File: src/rtl/cfu_if_pkg.sv
// Shared definitions for the CFU command/response interface.
// Holds the initiator state encoding, default bus widths shared with CFU
// responders, and the function_id field layout used by the PIM CFU so that
// hosts and benches can build ids without hard-coding bit positions.
package cfu_if_pkg;

    localparam int CFU_DWIDTH = 32;
    localparam int CFU_AWIDTH = 10;

    // PIM CFU function_id layout: bit0 write, bit1 process, top 8 bits address.
    localparam int FID_WRITE_BIT   = 0;
    localparam int FID_PROCESS_BIT = 1;
    localparam int FID_ADDR_W      = 8;
    localparam int FID_ADDR_LSB    = CFU_AWIDTH - FID_ADDR_W;

    typedef enum logic [1:0] {
        IDLE     = 2'd0,
        ISSUE    = 2'd1,
        WAIT_RSP = 2'd2,
        DONE     = 2'd3
    } cfu_state_e;

    function automatic logic [CFU_AWIDTH-1:0] make_function_id(
        input logic                  wr,
        input logic                  proc,
        input logic [FID_ADDR_W-1:0] addr
    );
        logic [CFU_AWIDTH-1:0] id;
        id                                          = '0;
        id[FID_WRITE_BIT]                           = wr;
        id[FID_PROCESS_BIT]                         = proc;
        id[FID_ADDR_LSB +: FID_ADDR_W]              = addr;
        return id;
    endfunction

endpackage

File: src/rtl/cfu_cmd_initiator_if.sv
// CFU command/response bus.
// master modport: initiator side (drives cmd_*, rsp_ready).
// slave modport : responder side (drives cmd_ready, rsp_*).
interface cfu_cmd_initiator_if
    import cfu_if_pkg::*;
#(
    parameter int DWIDTH = CFU_DWIDTH,
    parameter int AWIDTH = CFU_AWIDTH
);

    logic              cmd_valid;
    logic              cmd_ready;
    logic [AWIDTH-1:0] cmd_payload_function_id;
    logic [DWIDTH-1:0] cmd_payload_inputs_0;
    logic [DWIDTH-1:0] cmd_payload_inputs_1;
    logic              rsp_valid;
    logic              rsp_ready;
    logic              rsp_payload_response_ok;
    logic [DWIDTH-1:0] rsp_payload_outputs_0;

    modport master (
        output cmd_valid,
        output cmd_payload_function_id,
        output cmd_payload_inputs_0,
        output cmd_payload_inputs_1,
        output rsp_ready,
        input  cmd_ready,
        input  rsp_valid,
        input  rsp_payload_response_ok,
        input  rsp_payload_outputs_0
    );

    modport slave (
        input  cmd_valid,
        input  cmd_payload_function_id,
        input  cmd_payload_inputs_0,
        input  cmd_payload_inputs_1,
        input  rsp_ready,
        output cmd_ready,
        output rsp_valid,
        output rsp_payload_response_ok,
        output rsp_payload_outputs_0
    );

endinterface

File: src/rtl/cfu_sat_counter.sv
// Saturating up-counter with synchronous clear.
// Ports: clk, reset (sync, active-high), clear (priority over inc),
//        inc (count up by one, holds at all-ones), count.
module cfu_sat_counter #(
    parameter int W = 16
) (
    input  logic         clk,
    input  logic         reset,
    input  logic         clear,
    input  logic         inc,
    output logic [W-1:0] count
);

    always_ff @(posedge clk) begin
        if (reset) begin
            count <= '0;
        end else if (clear) begin
            count <= '0;
        end else if (inc && (count != '1)) begin
            count <= count + W'(1);
        end
    end

endmodule

File: src/rtl/cfu_cmd_initiator.sv
// Initiator end of the CFU command/response interface.
// Accepts one host request at a time, issues it on the cmd bus, collects the
// response (or aborts on timeout) and holds the result until the host takes it.
//
// Ports:
//   clk, reset            clock, synchronous active-high reset
//   req_*                 host request (valid/ready, function id, two operands)
//   res_*                 result to host (valid/ready, data, ok, timeout flag)
//   cfu                   CFU bus, master side (cmd_* out, rsp_* in)
//   cmd_count             responses received, saturating
//   timeout_count         timeout aborts, saturating
//   stray_rsp             sticky: response offered while no command accepted
//
// state    | meaning
// IDLE     | ready for a host request
// ISSUE    | cmd_valid high, waiting for cmd_ready
// WAIT_RSP | command accepted, waiting for the response
// DONE     | result held for the host
module cfu_cmd_initiator
    import cfu_if_pkg::*;
#(
    parameter int DWIDTH         = CFU_DWIDTH,
    parameter int AWIDTH         = CFU_AWIDTH,
    parameter int TIMEOUT_CYCLES = 256,
    parameter int CWIDTH         = 16
) (
    input  logic              clk,
    input  logic              reset,

    input  logic              req_valid,
    output logic              req_ready,
    input  logic [AWIDTH-1:0] req_function_id,
    input  logic [DWIDTH-1:0] req_inputs_0,
    input  logic [DWIDTH-1:0] req_inputs_1,

    output logic              res_valid,
    input  logic              res_ready,
    output logic [DWIDTH-1:0] res_data,
    output logic              res_ok,
    output logic              res_timeout,

    cfu_cmd_initiator_if.master cfu,

    output logic [CWIDTH-1:0] cmd_count,
    output logic [CWIDTH-1:0] timeout_count,
    output logic              stray_rsp
);

    localparam int TW = (TIMEOUT_CYCLES < 2) ? 1 : $clog2(TIMEOUT_CYCLES + 1);
    localparam logic [TW-1:0] TIMER_LAST =
        TW'((TIMEOUT_CYCLES == 0) ? 0 : TIMEOUT_CYCLES - 1);

    cfu_state_e        state_q, state_d;
    logic              live_q;
    logic              cmd_valid_q, cmd_valid_d;
    logic [AWIDTH-1:0] fid_q, fid_d;
    logic [DWIDTH-1:0] in0_q, in0_d;
    logic [DWIDTH-1:0] in1_q, in1_d;
    logic              res_valid_q, res_valid_d;
    logic [DWIDTH-1:0] res_data_q, res_data_d;
    logic              res_ok_q, res_ok_d;
    logic              res_timeout_q, res_timeout_d;
    logic              stray_q, stray_d;

    logic              cnt_inc, to_inc, tmr_clr, tmr_inc;
    logic [TW-1:0]     timer_q;
    logic              timer_last;
    logic              req_hs, cmd_hs, rsp_hs, res_hs;
    logic              rsp_ready_int;

    // live_q keeps req_ready low for the cycle after reset is sampled, so
    // every output reads 0 while reset is held, yet req_ready still depends
    // on registered state only.
    assign req_ready     = (state_q == IDLE) && live_q;
    assign rsp_ready_int = (state_q == ISSUE) || (state_q == WAIT_RSP);

    assign req_hs = req_valid && req_ready;
    assign cmd_hs = cmd_valid_q && cfu.cmd_ready;
    assign rsp_hs = cfu.rsp_valid && rsp_ready_int;
    assign res_hs = res_valid_q && res_ready;

    assign timer_last = (TIMEOUT_CYCLES != 0) && (timer_q == TIMER_LAST);

    always_comb begin
        state_d       = state_q;
        cmd_valid_d   = cmd_valid_q;
        fid_d         = fid_q;
        in0_d         = in0_q;
        in1_d         = in1_q;
        res_valid_d   = res_valid_q;
        res_data_d    = res_data_q;
        res_ok_d      = res_ok_q;
        res_timeout_d = res_timeout_q;
        stray_d       = stray_q;
        cnt_inc       = 1'b0;
        to_inc        = 1'b0;
        tmr_clr       = 1'b0;
        tmr_inc       = 1'b0;

        case (state_q)
            IDLE: begin
                if (req_hs) begin
                    fid_d       = req_function_id;
                    in0_d       = req_inputs_0;
                    in1_d       = req_inputs_1;
                    cmd_valid_d = 1'b1;
                    tmr_clr     = 1'b1;
                    state_d     = ISSUE;
                end
            end
            ISSUE: begin
                tmr_inc = 1'b1;
                // A response before our command is accepted cannot belong to it.
                if (rsp_hs && !cmd_hs) begin
                    stray_d = 1'b1;
                end
                if (cmd_hs && rsp_hs) begin
                    cmd_valid_d   = 1'b0;
                    res_valid_d   = 1'b1;
                    res_data_d    = cfu.rsp_payload_outputs_0;
                    res_ok_d      = cfu.rsp_payload_response_ok;
                    res_timeout_d = 1'b0;
                    cnt_inc       = 1'b1;
                    state_d       = DONE;
                end else if (timer_last) begin
                    cmd_valid_d   = 1'b0;
                    res_valid_d   = 1'b1;
                    res_data_d    = '0;
                    res_ok_d      = 1'b0;
                    res_timeout_d = 1'b1;
                    to_inc        = 1'b1;
                    state_d       = DONE;
                end else if (cmd_hs) begin
                    cmd_valid_d = 1'b0;
                    state_d     = WAIT_RSP;
                end
            end
            WAIT_RSP: begin
                tmr_inc = 1'b1;
                if (rsp_hs) begin
                    res_valid_d   = 1'b1;
                    res_data_d    = cfu.rsp_payload_outputs_0;
                    res_ok_d      = cfu.rsp_payload_response_ok;
                    res_timeout_d = 1'b0;
                    cnt_inc       = 1'b1;
                    state_d       = DONE;
                end else if (timer_last) begin
                    res_valid_d   = 1'b1;
                    res_data_d    = '0;
                    res_ok_d      = 1'b0;
                    res_timeout_d = 1'b1;
                    to_inc        = 1'b1;
                    state_d       = DONE;
                end
            end
            DONE: begin
                if (res_hs) begin
                    res_valid_d = 1'b0;
                    state_d     = IDLE;
                end
            end
            default: begin
                state_d = IDLE;
            end
        endcase
    end

    always_ff @(posedge clk) begin
        if (reset) begin
            state_q       <= IDLE;
            live_q        <= 1'b0;
            cmd_valid_q   <= 1'b0;
            fid_q         <= '0;
            in0_q         <= '0;
            in1_q         <= '0;
            res_valid_q   <= 1'b0;
            res_data_q    <= '0;
            res_ok_q      <= 1'b0;
            res_timeout_q <= 1'b0;
            stray_q       <= 1'b0;
        end else begin
            state_q       <= state_d;
            live_q        <= 1'b1;
            cmd_valid_q   <= cmd_valid_d;
            fid_q         <= fid_d;
            in0_q         <= in0_d;
            in1_q         <= in1_d;
            res_valid_q   <= res_valid_d;
            res_data_q    <= res_data_d;
            res_ok_q      <= res_ok_d;
            res_timeout_q <= res_timeout_d;
            stray_q       <= stray_d;
        end
    end

    cfu_sat_counter #(.W(CWIDTH)) u_cmd_count (
        .clk   (clk),
        .reset (reset),
        .clear (1'b0),
        .inc   (cnt_inc),
        .count (cmd_count)
    );

    cfu_sat_counter #(.W(CWIDTH)) u_timeout_count (
        .clk   (clk),
        .reset (reset),
        .clear (1'b0),
        .inc   (to_inc),
        .count (timeout_count)
    );

    cfu_sat_counter #(.W(TW)) u_timer (
        .clk   (clk),
        .reset (reset),
        .clear (tmr_clr),
        .inc   (tmr_inc),
        .count (timer_q)
    );

    assign cfu.cmd_valid               = cmd_valid_q;
    assign cfu.cmd_payload_function_id = fid_q;
    assign cfu.cmd_payload_inputs_0    = in0_q;
    assign cfu.cmd_payload_inputs_1    = in1_q;
    assign cfu.rsp_ready               = rsp_ready_int;

    assign res_valid   = res_valid_q;
    assign res_data    = res_data_q;
    assign res_ok      = res_ok_q;
    assign res_timeout = res_timeout_q;
    assign stray_rsp   = stray_q;

endmodule

File: src/flat_wrapper.sv
// flat-port wrapper written by rule: the top's interface ports become plain ports
module cfu_cmd_initiator_flat import cfu_if_pkg::*;
#(
    parameter int DWIDTH         = CFU_DWIDTH,
    parameter int AWIDTH         = CFU_AWIDTH,
    parameter int TIMEOUT_CYCLES = 256,
    parameter int CWIDTH         = 16
)
  (clk, reset, req_valid, req_ready, req_function_id, req_inputs_0, req_inputs_1, res_valid, res_ready, res_data, res_ok, res_timeout, cmd_count, timeout_count, stray_rsp, cfu_cmd_valid, cfu_cmd_payload_function_id, cfu_cmd_payload_inputs_0, cfu_cmd_payload_inputs_1, cfu_rsp_ready, cfu_cmd_ready, cfu_rsp_valid, cfu_rsp_payload_response_ok, cfu_rsp_payload_outputs_0);
  cfu_cmd_initiator_if #(.DWIDTH(DWIDTH), .AWIDTH(AWIDTH)) cfu_i ();
  input  logic clk;
  input  logic reset;
  input  logic req_valid;
  output logic req_ready;
  input  logic [AWIDTH-1:0] req_function_id;
  input  logic [DWIDTH-1:0] req_inputs_0;
  input  logic [DWIDTH-1:0] req_inputs_1;
  output logic res_valid;
  input  logic res_ready;
  output logic [DWIDTH-1:0] res_data;
  output logic res_ok;
  output logic res_timeout;
  output logic [CWIDTH-1:0] cmd_count;
  output logic [CWIDTH-1:0] timeout_count;
  output logic stray_rsp;
  output wire logic [$bits(cfu_i.cmd_valid)-1:0] cfu_cmd_valid;
  output wire logic [$bits(cfu_i.cmd_payload_function_id)-1:0] cfu_cmd_payload_function_id;
  output wire logic [$bits(cfu_i.cmd_payload_inputs_0)-1:0] cfu_cmd_payload_inputs_0;
  output wire logic [$bits(cfu_i.cmd_payload_inputs_1)-1:0] cfu_cmd_payload_inputs_1;
  output wire logic [$bits(cfu_i.rsp_ready)-1:0] cfu_rsp_ready;
  input wire logic [$bits(cfu_i.cmd_ready)-1:0] cfu_cmd_ready;
  input wire logic [$bits(cfu_i.rsp_valid)-1:0] cfu_rsp_valid;
  input wire logic [$bits(cfu_i.rsp_payload_response_ok)-1:0] cfu_rsp_payload_response_ok;
  input wire logic [$bits(cfu_i.rsp_payload_outputs_0)-1:0] cfu_rsp_payload_outputs_0;
  assign cfu_cmd_valid = cfu_i.cmd_valid;
  assign cfu_cmd_payload_function_id = cfu_i.cmd_payload_function_id;
  assign cfu_cmd_payload_inputs_0 = cfu_i.cmd_payload_inputs_0;
  assign cfu_cmd_payload_inputs_1 = cfu_i.cmd_payload_inputs_1;
  assign cfu_rsp_ready = cfu_i.rsp_ready;
  assign cfu_i.cmd_ready = cfu_cmd_ready;
  assign cfu_i.rsp_valid = cfu_rsp_valid;
  assign cfu_i.rsp_payload_response_ok = cfu_rsp_payload_response_ok;
  assign cfu_i.rsp_payload_outputs_0 = cfu_rsp_payload_outputs_0;
  cfu_cmd_initiator #(.DWIDTH(DWIDTH), .AWIDTH(AWIDTH), .TIMEOUT_CYCLES(TIMEOUT_CYCLES), .CWIDTH(CWIDTH)) u_core (.clk(clk), .reset(reset), .req_valid(req_valid), .req_ready(req_ready), .req_function_id(req_function_id), .req_inputs_0(req_inputs_0), .req_inputs_1(req_inputs_1), .res_valid(res_valid), .res_ready(res_ready), .res_data(res_data), .res_ok(res_ok), .res_timeout(res_timeout), .cfu(cfu_i), .cmd_count(cmd_count), .timeout_count(timeout_count), .stray_rsp(stray_rsp));
endmodule
File: config.mk
export PLATFORM = sky130hd
export DESIGN_NAME = cfu_cmd_initiator_flat
export DESIGN_NICKNAME = d
export VERILOG_FILES = /design/src/rtl/cfu_if_pkg.sv /design/src/rtl/cfu_cmd_initiator_if.sv /design/src/rtl/cfu_sat_counter.sv /design/src/rtl/cfu_cmd_initiator.sv /design/src/flat_wrapper.sv
export SDC_FILE = /design/constraint.sdc
export NUM_CORES = 1
export LEC_CHECK = 0
export ABC_CLOCK_PERIOD_IN_PS = 3050
export CORE_MARGIN = 3
export CORE_UTILIZATION = 42
export CTS_CLUSTER_SIZE = 8
export DETAILED_ROUTE_END_ITERATION = 12
export GPL_TIMING_DRIVEN = 0
export PLACE_DENSITY_LB_ADDON = 0.3
export SETUP_SLACK_MARGIN = 0.05
export SLEW_MARGIN = 20
export SYNTH_ARGS = -nofsm -noshare
export SYNTH_HDL_FRONTEND = slang
export SYNTH_SLANG_ARGS = --single-unit
File: constraint.sdc
create_clock -name clk -period 3.05 [get_ports clk]
set_input_delay 0.305 -clock clk [delete_from_list [all_inputs] [get_ports clk]]
set_output_delay 0.305 -clock clk [all_outputs]
set_load 0.005 [all_outputs]
======== Word level (Yosys, flattened, before mapping) ========
Index checks and enable logic that the tools add are counted.
word-level totals
  register bits ........................... 155
  word-level logic and storage cells ...... 92
operators by class
  add/subtract/negate cells ............... 3
  equal/unequal tests ..................... 11
  mux-type cells .......................... 41
  reductions and logical operators ........ 23
operators with widths
  cell                                                                   number
  32-bit two-way mux                                                     3
  32-bit one-hot mux with 2 select lines                                 1
  16-bit by 1-bit adder with 16-bit output, second input constant        2
  16-bit != test, second input constant                                  2
  1-bit two-way mux                                                      23
  2-bit two-way mux                                                      7
  1-bit logical AND                                                      10
  1-bit one-hot mux with 2 select lines                                  5
  9-bit by 1-bit adder with 9-bit output, second input constant          1
  9-bit by 8-bit equality test with 1-bit output, second input constant  1
  9-bit != test, second input constant                                   1
  2-bit one-hot mux with 4 select lines                                  1
  2-bit AND reduction                                                    3
  2-bit equality test, second input constant                             2
  2-bit by 1-bit != test with 1-bit output, second input constant        2
  4-bit by 2-bit != test with 1-bit output, second input constant        1
  4-bit AND reduction                                                    1
  2-bit nonzero test                                                     2
  2-bit OR reduction                                                     2
  3-bit by 1-bit != test with 1-bit output, second input constant        1
  1-bit one-hot mux with 3 select lines                                  1
  3-bit AND reduction                                                    1
  3-bit nonzero test                                                     1
  2-bit by 1-bit equality test with 1-bit output, second input constant  1
  other kinds (3)                                                        3

======== Depth between registers and ports, before layout ========
Gate-level depths: netlist (run 1).
  depth in word-level cells ............... 7
  gate-level depth with buffers ........... 10
  gate-level depth less buffers ........... 9

======== Modules after synthesis ========
From an unflattened synthesis (run 1), not the netlist that was laid out.
unflattened totals
  cell total of the unflattened synthesis .. 780
  area, all modules ....................... 6606.3 um2
by module, submodules not included
  module                                    instances  cells each  area an instance (um2)  seq. area each (um2)
  cfu_cmd_initiator                         1          529         4341.7                  2282.2
  cfu_sat_counter (u_core.u_cmd_count ...)  2          102         917.1                   320.3
  cfu_sat_counter (u_core.u_timer)          1          47          430.4                   180.2

======== Worst setup path before layout (run 1) ========
No wires, ideal clock.
  kind .................................... flip-flop to flip-flop
  start ................................... register u_core.state_q[0]
  end ..................................... register u_core.u_timeout_count.count[11]
  library setup time ...................... 70 ps
  arrival time ............................ 2154 ps
  setup slack ............................. 825 ps
  cell stages (with the launch flop) ...... 8
  path buffers ............................ 0
  path through ............................ dfxtp_1 -> inv_1 -> ha_1 -> a21boi_2 -> o2111ai_2 -> or4_1 -> or3_1 -> a21oi_1
on the way
  cells in the longest elaborated chain, start to end .. 7
  elaborated cells between the ends (all ways) .. 9
ends and longest elaborated chain
  element                                                                                       RTL line                  RTL
  from (decl)                                                                                   cfu_cmd_initiator.sv:53   cfu_state_e state_q, state_d;
  from (signal assigned)                                                                        cfu_cmd_initiator.sv:182  state_q <= state_d;
  2-bit by 1-bit equality test with 1-bit output / 2-bit equality test (equally long branches)  cfu_cmd_initiator.sv:75   assign rsp_ready_int = (state_q == ISSUE) || (state_q == WAIT_RSP);
  1-bit logical OR (*)                                                                          cfu_cmd_initiator.sv:75
  net cfu_rsp_ready                                                                             flat_wrapper.sv:30        output wire logic [$bits(cfu_i.rsp_ready)-1:0] cfu_rsp_ready;
  1-bit logical AND (*)                                                                         cfu_cmd_initiator.sv:79   assign rsp_hs = cfu.rsp_valid && rsp_ready_int;
  1-bit logical AND                                                                             cfu_cmd_initiator.sv:117  if (cmd_hs && rsp_hs) begin
  1-bit two-way mux                                                                             cfu_cmd_initiator.sv:117
  1-bit one-hot mux with 2 select lines (*)                                                     cfu_cmd_initiator.sv:100  case (state_q)
  1-bit logical AND (*)                                                                         cfu_sat_counter.sv:19     end else if (inc && (count != '1)) begin
  to (signal assigned)                                                                          cfu_sat_counter.sv:20     count <= count + W'(1);
  to (decl)                                                                                     cfu_sat_counter.sv:11     output logic [W-1:0] count
Mark *: on every way through the listed nets, which the timed path passes. The rest lies on a longest branch.
A chain may end at the register's enable or synchronous reset.

======== Final worst setup path (run 1) ========
  start ................................... register u_core.state_q[1]
  end ..................................... register u_core.u_cmd_count.count[15]
on the way
  cells in the longest elaborated chain, start to end .. 7
  elaborated cells between the ends (all ways) .. 9
ends and longest elaborated chain
  element                                                                                       RTL line
  2-bit by 1-bit equality test with 1-bit output / 2-bit equality test (equally long branches)  cfu_cmd_initiator.sv:75, cfu_cmd_initiator.sv:100
  1-bit logical OR                                                                              cfu_cmd_initiator.sv:75
  1-bit logical AND                                                                             cfu_cmd_initiator.sv:79
  1-bit logical AND                                                                             cfu_cmd_initiator.sv:117
  1-bit two-way mux                                                                             cfu_cmd_initiator.sv:117
  1-bit one-hot mux with 2 select lines (*)                                                     cfu_cmd_initiator.sv:100
  1-bit logical AND (*)                                                                         cfu_sat_counter.sv:19
  to (signal assigned)                                                                          cfu_sat_counter.sv:20
  to (decl)                                                                                     cfu_sat_counter.sv:11
Every way passes the cells marked *; elsewhere a longest branch is shown, timed or not.

==> impl_metrics.ini, run 1 <==
[sta]
tightestPinTransition_ps = 1050
finalSetupTns_ps = 0
setup_viol = 0
whs_ps = 381
drv_slew = 0
min_period_ps = 2540
finalClockSkew_ps = 9.46
period_share_pct = 83.4
maxSlewHeadroom_pct = 29.7
fmax_mhz = 393
rsz0062_at_grt = false
finalHoldViolCount = 0

[critical_path]
endpoint_kind = flop
critical-path-slowest-cell = nor4_1
reg2regPathDepth = 7
crit_fanout = 9
path_cells = inv_1 > ha_1 > nand2_1 > nor4_1 > nand3_1 > xor2_1 > nor2_1
cp.arrival_ps = 2840
start_kind = flop
crit_type = flop to flop
worstPathRequired_ps = 3340
slowest_delay_ps = 800

[yosys]
synth_area_um2 = 5940
ys_ff_latch = 155
synthCells = 709
synth.avg_cell_area_um2 = 8.38
syn_nets = 833
synth_warnings = 0
yosysMostFrequentCell = nand2_1
synth_top_area_cell = dfxtp_1
ys.flop_type = dfxtp_1
synthTopCellsByArea = dfxtp_1 (52%), nand2_1 (10%), a21oi_1 (6.9%)
synth_top_area_share_pct = 52.2
synth_cell_types = 39
ys_seq_area_share_pct = 52.2
synth_common_cells = nand2_1 (166), dfxtp_1 (155), a21oi_1 (82), nor2_1 (77), clkbuf_1 (37)
synth_edf_count = 0
async_reset_ff_share_pct = 0

[global_route]
met3_usage_pct = 7.97
grt-ovfl-total = 0
grtUsageMet1_pct = 26.3
grt_max_degree = 17
grt_pass1_wl_mm = 28.9
antenna_found_initial = 1
grt_pass1_vias = 5645
grtUsageMet2_pct = 40.2
groute.usage.overall_pct = 22.9
grt_busiest_layer = met2

[finish]
final_cell_count_no_fill = 1173
multi_input_area_um2 = 2650
fin_nets = 1108
drive_above_1_share_pct = 3.01
synthToLayoutAreaGrowth_pct = 56.6
fill_cells = 1110
regArea_um2 = 3100

[clock_tree]
cts_setup_buffers = 0
clockBufferDepth = 2
ctsResizeCount = 0
cts-root-buf = clkbuf_16
clock_sinks = 155
postCtsHoldBufs = 0
cts_made_buffers = 17
cts_tree = built
clock_latency_ps = 430
path_clk_slew_ps = 60
h-tree-depth = 4

[placement]
place_congestion = 0.805
port-buffer-count = 256
place_hpwl_mm = 13.5
dp.cells = 1141

[outcome]
status = completed

[floorplan]
dieArea_um2 = 15600
rows = 42
die_h_um = 125
pin_count = 258
initial_core_util_pct = 43.8
die_x_um = 125
core_um2 = 13600

[route]
postRouteAntennaNets = 0
dr.pass1.iters = 5
totalWireLength_mm = 18.5
drc = 0
wl_per_cell_um = 15.8
vias = 5978
drtIter0Drc = 339
via_per_inst = 5.10

[power]
leakagePower_uw = 0.00325
ir_drop_v = 0.000396
p_per_area_nw_per_um2 = 594

[flow_run]
cap_violations = 0

[hold_path]
min_path_cells = 2
hold_path.class = input pin to flop
==> worst paths after layout <==
kind	startpoint	slack, ps	endpoint
setup reg to reg	u_core.state_q[1]	510	u_core.u_cmd_count.count[15]
setup / recovery	u_core.state_q[1]	510	u_core.u_cmd_count.count[15]
hold reg to reg	u_core.cfu.cmd_payload_inputs_0[30]	450	u_core.cfu.cmd_payload_inputs_0[30]
hold / removal	reset	380	u_core.live_q
==> stage by stage <==
step                      setup slack [ps]  area (um^2)  power [uW]  utilization [%]
final                                  505         9300        5520             68.6
after global routing                   269         9300        5770             68.6
after CTS                              493         9300        5560             68.6
after detailed placement               533         8720        3460             64.4
after global placement                 563         8720        3440             64.4
after floorplan                        825         5940        2850                -
==> layout make-up <==
type / count / share of cell area [%]
well taps: 176 / 2.37
repair buffers: 256 / 27.5
flip-flops and latches: 155 / 33.4
inverters: 9 / 0.363
clock inverters: 8 / 1.28
plain buffers: 42 / 1.69
multi-input cells: 503 / 28.5
diodes: 1 / 0.0269
clock buffers: 23 / 4.92
==> cells in the final DEF, fill, tap and decap left out, drive strengths merged, types with 4 or more instances in the layout <==
cell type | Yosys | routed
nor4 | 10 | 10
clkbuf | 37 | 60
xor2 | 13 | 13
nand4 | 14 | 14
a21oi | 83 | 83
nand2 | 166 | 166
clkinv | 0 | 5
ha | 11 | 11
inv | 9 | 9
a22oi | 33 | 33
nor2 | 77 | 77
and3 | 7 | 7
o21ai | 9 | 9
and4 | 5 | 5
xnor2 | 19 | 19
nor3 | 8 | 8
dfxtp | 155 | 155
buf | 5 | 5
clkdlybuf4s50 | 0 | 256
or3 | 4 | 4
nand3 | 19 | 19
==> kinds of logic (layout without fill, tap and decap cells) <==
logic type,count (synthesis),count (layout),share of synthesized area [%]
AOI/OAI and AO/OA,138,138,13.9
xor gates and xnor gates,32,32,4.72
adders and majority gates,11,11,2.32
buffers and inverters,51,338,3.22
DFF,155,155,52.2
muxes,2,2,0.337
other,0,1,0
and+or+nand+nor,320,320,23.3
==> registers in the layout, summed over array words and instances (netlist names) <==
register,cells
u_core.u_timeout_count.count,16
u_core.res_data,32
u_core.cfu.cmd_payload_function_id,10
u_core.res_ok,1
u_core.res_valid,1
u_core.u_timer.count,9
u_core.cfu.cmd_payload_inputs_0,32
u_core.cfu.cmd_payload_inputs_1,32
u_core.cfu.cmd_valid,1
u_core.res_timeout,1
u_core.stray_rsp,1
u_core.live_q,1
u_core.state_q,2
u_core.u_cmd_count.count,16
==> critical path: cells and delay by family, from the launching register on <==
| kind | cells | cell delay (ps) |
|---|---|---|
| XOR/XNOR | 1 | 190 |
| adder cells (fa/ha/maj) | 1 | 480 |
| buffers and inverters | 1 | 100 |
| flip-flops | 1 | 390 |
| AND/OR/NAND/NOR | 4 | 1240 |
==> where the power goes <==
group / internal, uW / switching, uW / leakage [uW]
logic: 580 / 570 / 0.00171
clock network: 1300 / 804 / 0.000285
registers: 2180 / 89.6 / 0.00126
==> metal layers <==
metal,vias up,share of wire (%)
li1,2969,-
met1,2776,42
met2,215,49
met3,18,7.7
met4,0,1.5
met5,-,0
Note: power is estimated with default switching activity, not from simulation.
==> run 2: changes to the inputs <==
- ABC_CLOCK_PERIOD_IN_PS: 3050 -> 2200
- CORE_UTILIZATION: 42 -> 38
- clock period: 3.05 -> 2.2 ns (I/O delays scaled with it)
==> run 2 against run 1 <==
Effect of this change:
- setup slack got worse by 430 ps
- clock skew hardly changed
- design area grew 3.2%
- sequential power rose by 39%
- critical path depth rose by 3
- total power is 45% higher
- clock-buffer cell count shrank 4
- utilization is 5.7 points lower
- register-to-register slack worse by 430 ps
- global-route usage is 2.5 points lower
- critical endpoint is now u_core.u_timeout_count.count[10]
- highest routed layer unchanged
==> impl_metrics.ini, run 2 (synthesis results as in run 1) <==
[outcome]
status = completed

[sta]
setup_viol = 0
min_period_ps = 2120
period_share_pct = 96.5
whs_ps = 344
finalHoldViolCount = 0
finalClockSkew_ps = 9.07
rsz0062_at_grt = true
setup_slack_ps = 77.0
fmax_mhz = 471
maxSlewHeadroom_pct = 53.8
drv_slew = 0
tightestPinTransition_ps = 687

[clock_tree]
cts_tree = built
clockBufferDepth = 2
clock_sinks = 155
path_clk_slew_ps = 70
cts-root-buf = clkbuf_16
cts_made_buffers = 17
h-tree-depth = 4
clock_latency_ps = 420

[floorplan]
core_um2 = 15300
pin_count = 258
die_h_um = 131
initial_core_util_pct = 38.9
die_x_um = 131
dieArea_um2 = 17200
rows = 45

[route]
postRouteAntennaNets = 0
vias = 5959
dr.pass1.iters = 5
via_per_inst = 4.90
wl_per_cell_um = 15.3
met1_length_mm = 7.50
totalWireLength_mm = 18.6
dr_wl_met3_mm = 1.91
route.met2.wl_mm = 8.81
drtIter0Drc = 307
drc = 0
top_layer = met4

[global_route]
grt_max_degree = 17
grt_pass1_wl_mm = 27.6
grt_pass1_vias = 5399
grt-ovfl-total = 0
groute.usage.overall_pct = 20.4
antenna_found_initial = 0

[power]
leakagePower_uw = 0.00333
total_power_uw = 7980
p_per_area_nw_per_um2 = 831
ir_drop_v = 0.000540

[finish]
synthToLayoutAreaGrowth_pct = 61.6
fill_cells = 1356
mostFrequentLayoutCells = clkdlybuf4s50_1 (256), nand2_1 (165), dfxtp_1 (149)
final_cell_count_no_fill = 1215
final_common_cell = clkdlybuf4s50_1
diodes = 0
fin_nets = 1117
drive_above_1_share_pct = 7.17

[placement]
preCtsSetupSlack_ps = -188
place_hpwl_mm = 13.5
place_congestion = 0.850
dp.cells = 1176
port-buffer-count = 256

[critical_path]
start_kind = flop
worstPathRequired_ps = 2490
reg2regPathDepth = 10
endpoint_kind = flop
crit_type = flop to flop
crit_fanout = 10
cp.arrival_ps = 2410

[flow_run]
cap_violations = 0

[hold_path]
min_path_cells = 3
hold_path.class = input pin to flop
run 2: changes by cell type in the layout (fill, tap and decap cells not counted), sizes merged:
cell      before  now
buf            5   15
clkbuf        60   55
clkinv         5    2
clkinvlp       0    3
inv            9   11
bufinv         3    4
diode          1    0
run 2: critical path: stages, from the launching register on:
cell and delay (ps):
dfxtp_2 370, ha_4 150, nand3_2 100, nor2_4 170, ha_4 160, o2111ai_4 140
buf_6 160, clkbuf_2 180, nor4_1 350, xnor2_1 160, nor2_1 50
run 2: cell type report:
| type | instances | area, um^2 | area share, % |
|---|---|---|---|
| buffer | 42 | 168 | 1.75 |
| clock buffer | 19 | 433 | 4.51 |
| clock inverter | 11 | 170 | 1.77 |
| inverter | 9 | 33.8 | 0.352 |
| multi-input combinational | 503 | 2770 | 28.9 |
| sequential | 155 | 3110 | 32.4 |
| tap | 211 | 264 | 2.75 |
| timing repair buffer | 265 | 2650 | 27.6 |
run 2: final timing paths:
kind / to / slack, ps / startpoint
max: u_core.u_timeout_count.count[10] / 80 / u_core.u_timer.count[1]
min: u_core.cfu.cmd_payload_inputs_0[18] / 340 / req_inputs_0[18]
max reg2reg: u_core.u_timeout_count.count[10] / 80 / u_core.u_timer.count[1]
min reg2reg: u_core.cfu.cmd_payload_function_id[4] / 450 / u_core.cfu.cmd_payload_function_id[4]
run 2: per-stage QoR:
stage / util [%] / TNS (ps) / area, um^2
2_1_floorplan: - / 0 / 5970
3_3_place_gp: 57.7 / -1770 / 8800
3_5_place_dp: 57.7 / -2760 / 8800
4_1_cts: 62.3 / -124 / 9500
5_1_grt: 62.9 / -145 / 9600
6_report: 62.9 / 0 / 9600
run 2: power by group:
group | switching, uW | internal (uW) | leakage, uW | total (uW)
registers | 133 | 3030 | 0.00126 | 3160
logic | 862 | 913 | 0.00178 | 1770
clock network | 1150 | 1890 | 0.000286 | 3040
total | 2150 | 5830 | 0.00333 | 7980
run 2: repair_timing:
action                                  4_1_cts  5_1_grt
setup buffers                                 2        7
endpoints found under the setup margin       95       67
resized for setup                            17       21
pin swaps                                     0        7
hold buffers                                  0        0
run 2: routing by layer:
| metal | track usage, % | up-vias |
|---|---|---|
| met1 | 23.2 | 2730 |
| met3 | 8.41 | 25 |
| met5 | 0 | - |
| met2 | 34.4 | 229 |
| met4 | 7.62 | 0 |
| li1 | - | 2975 |
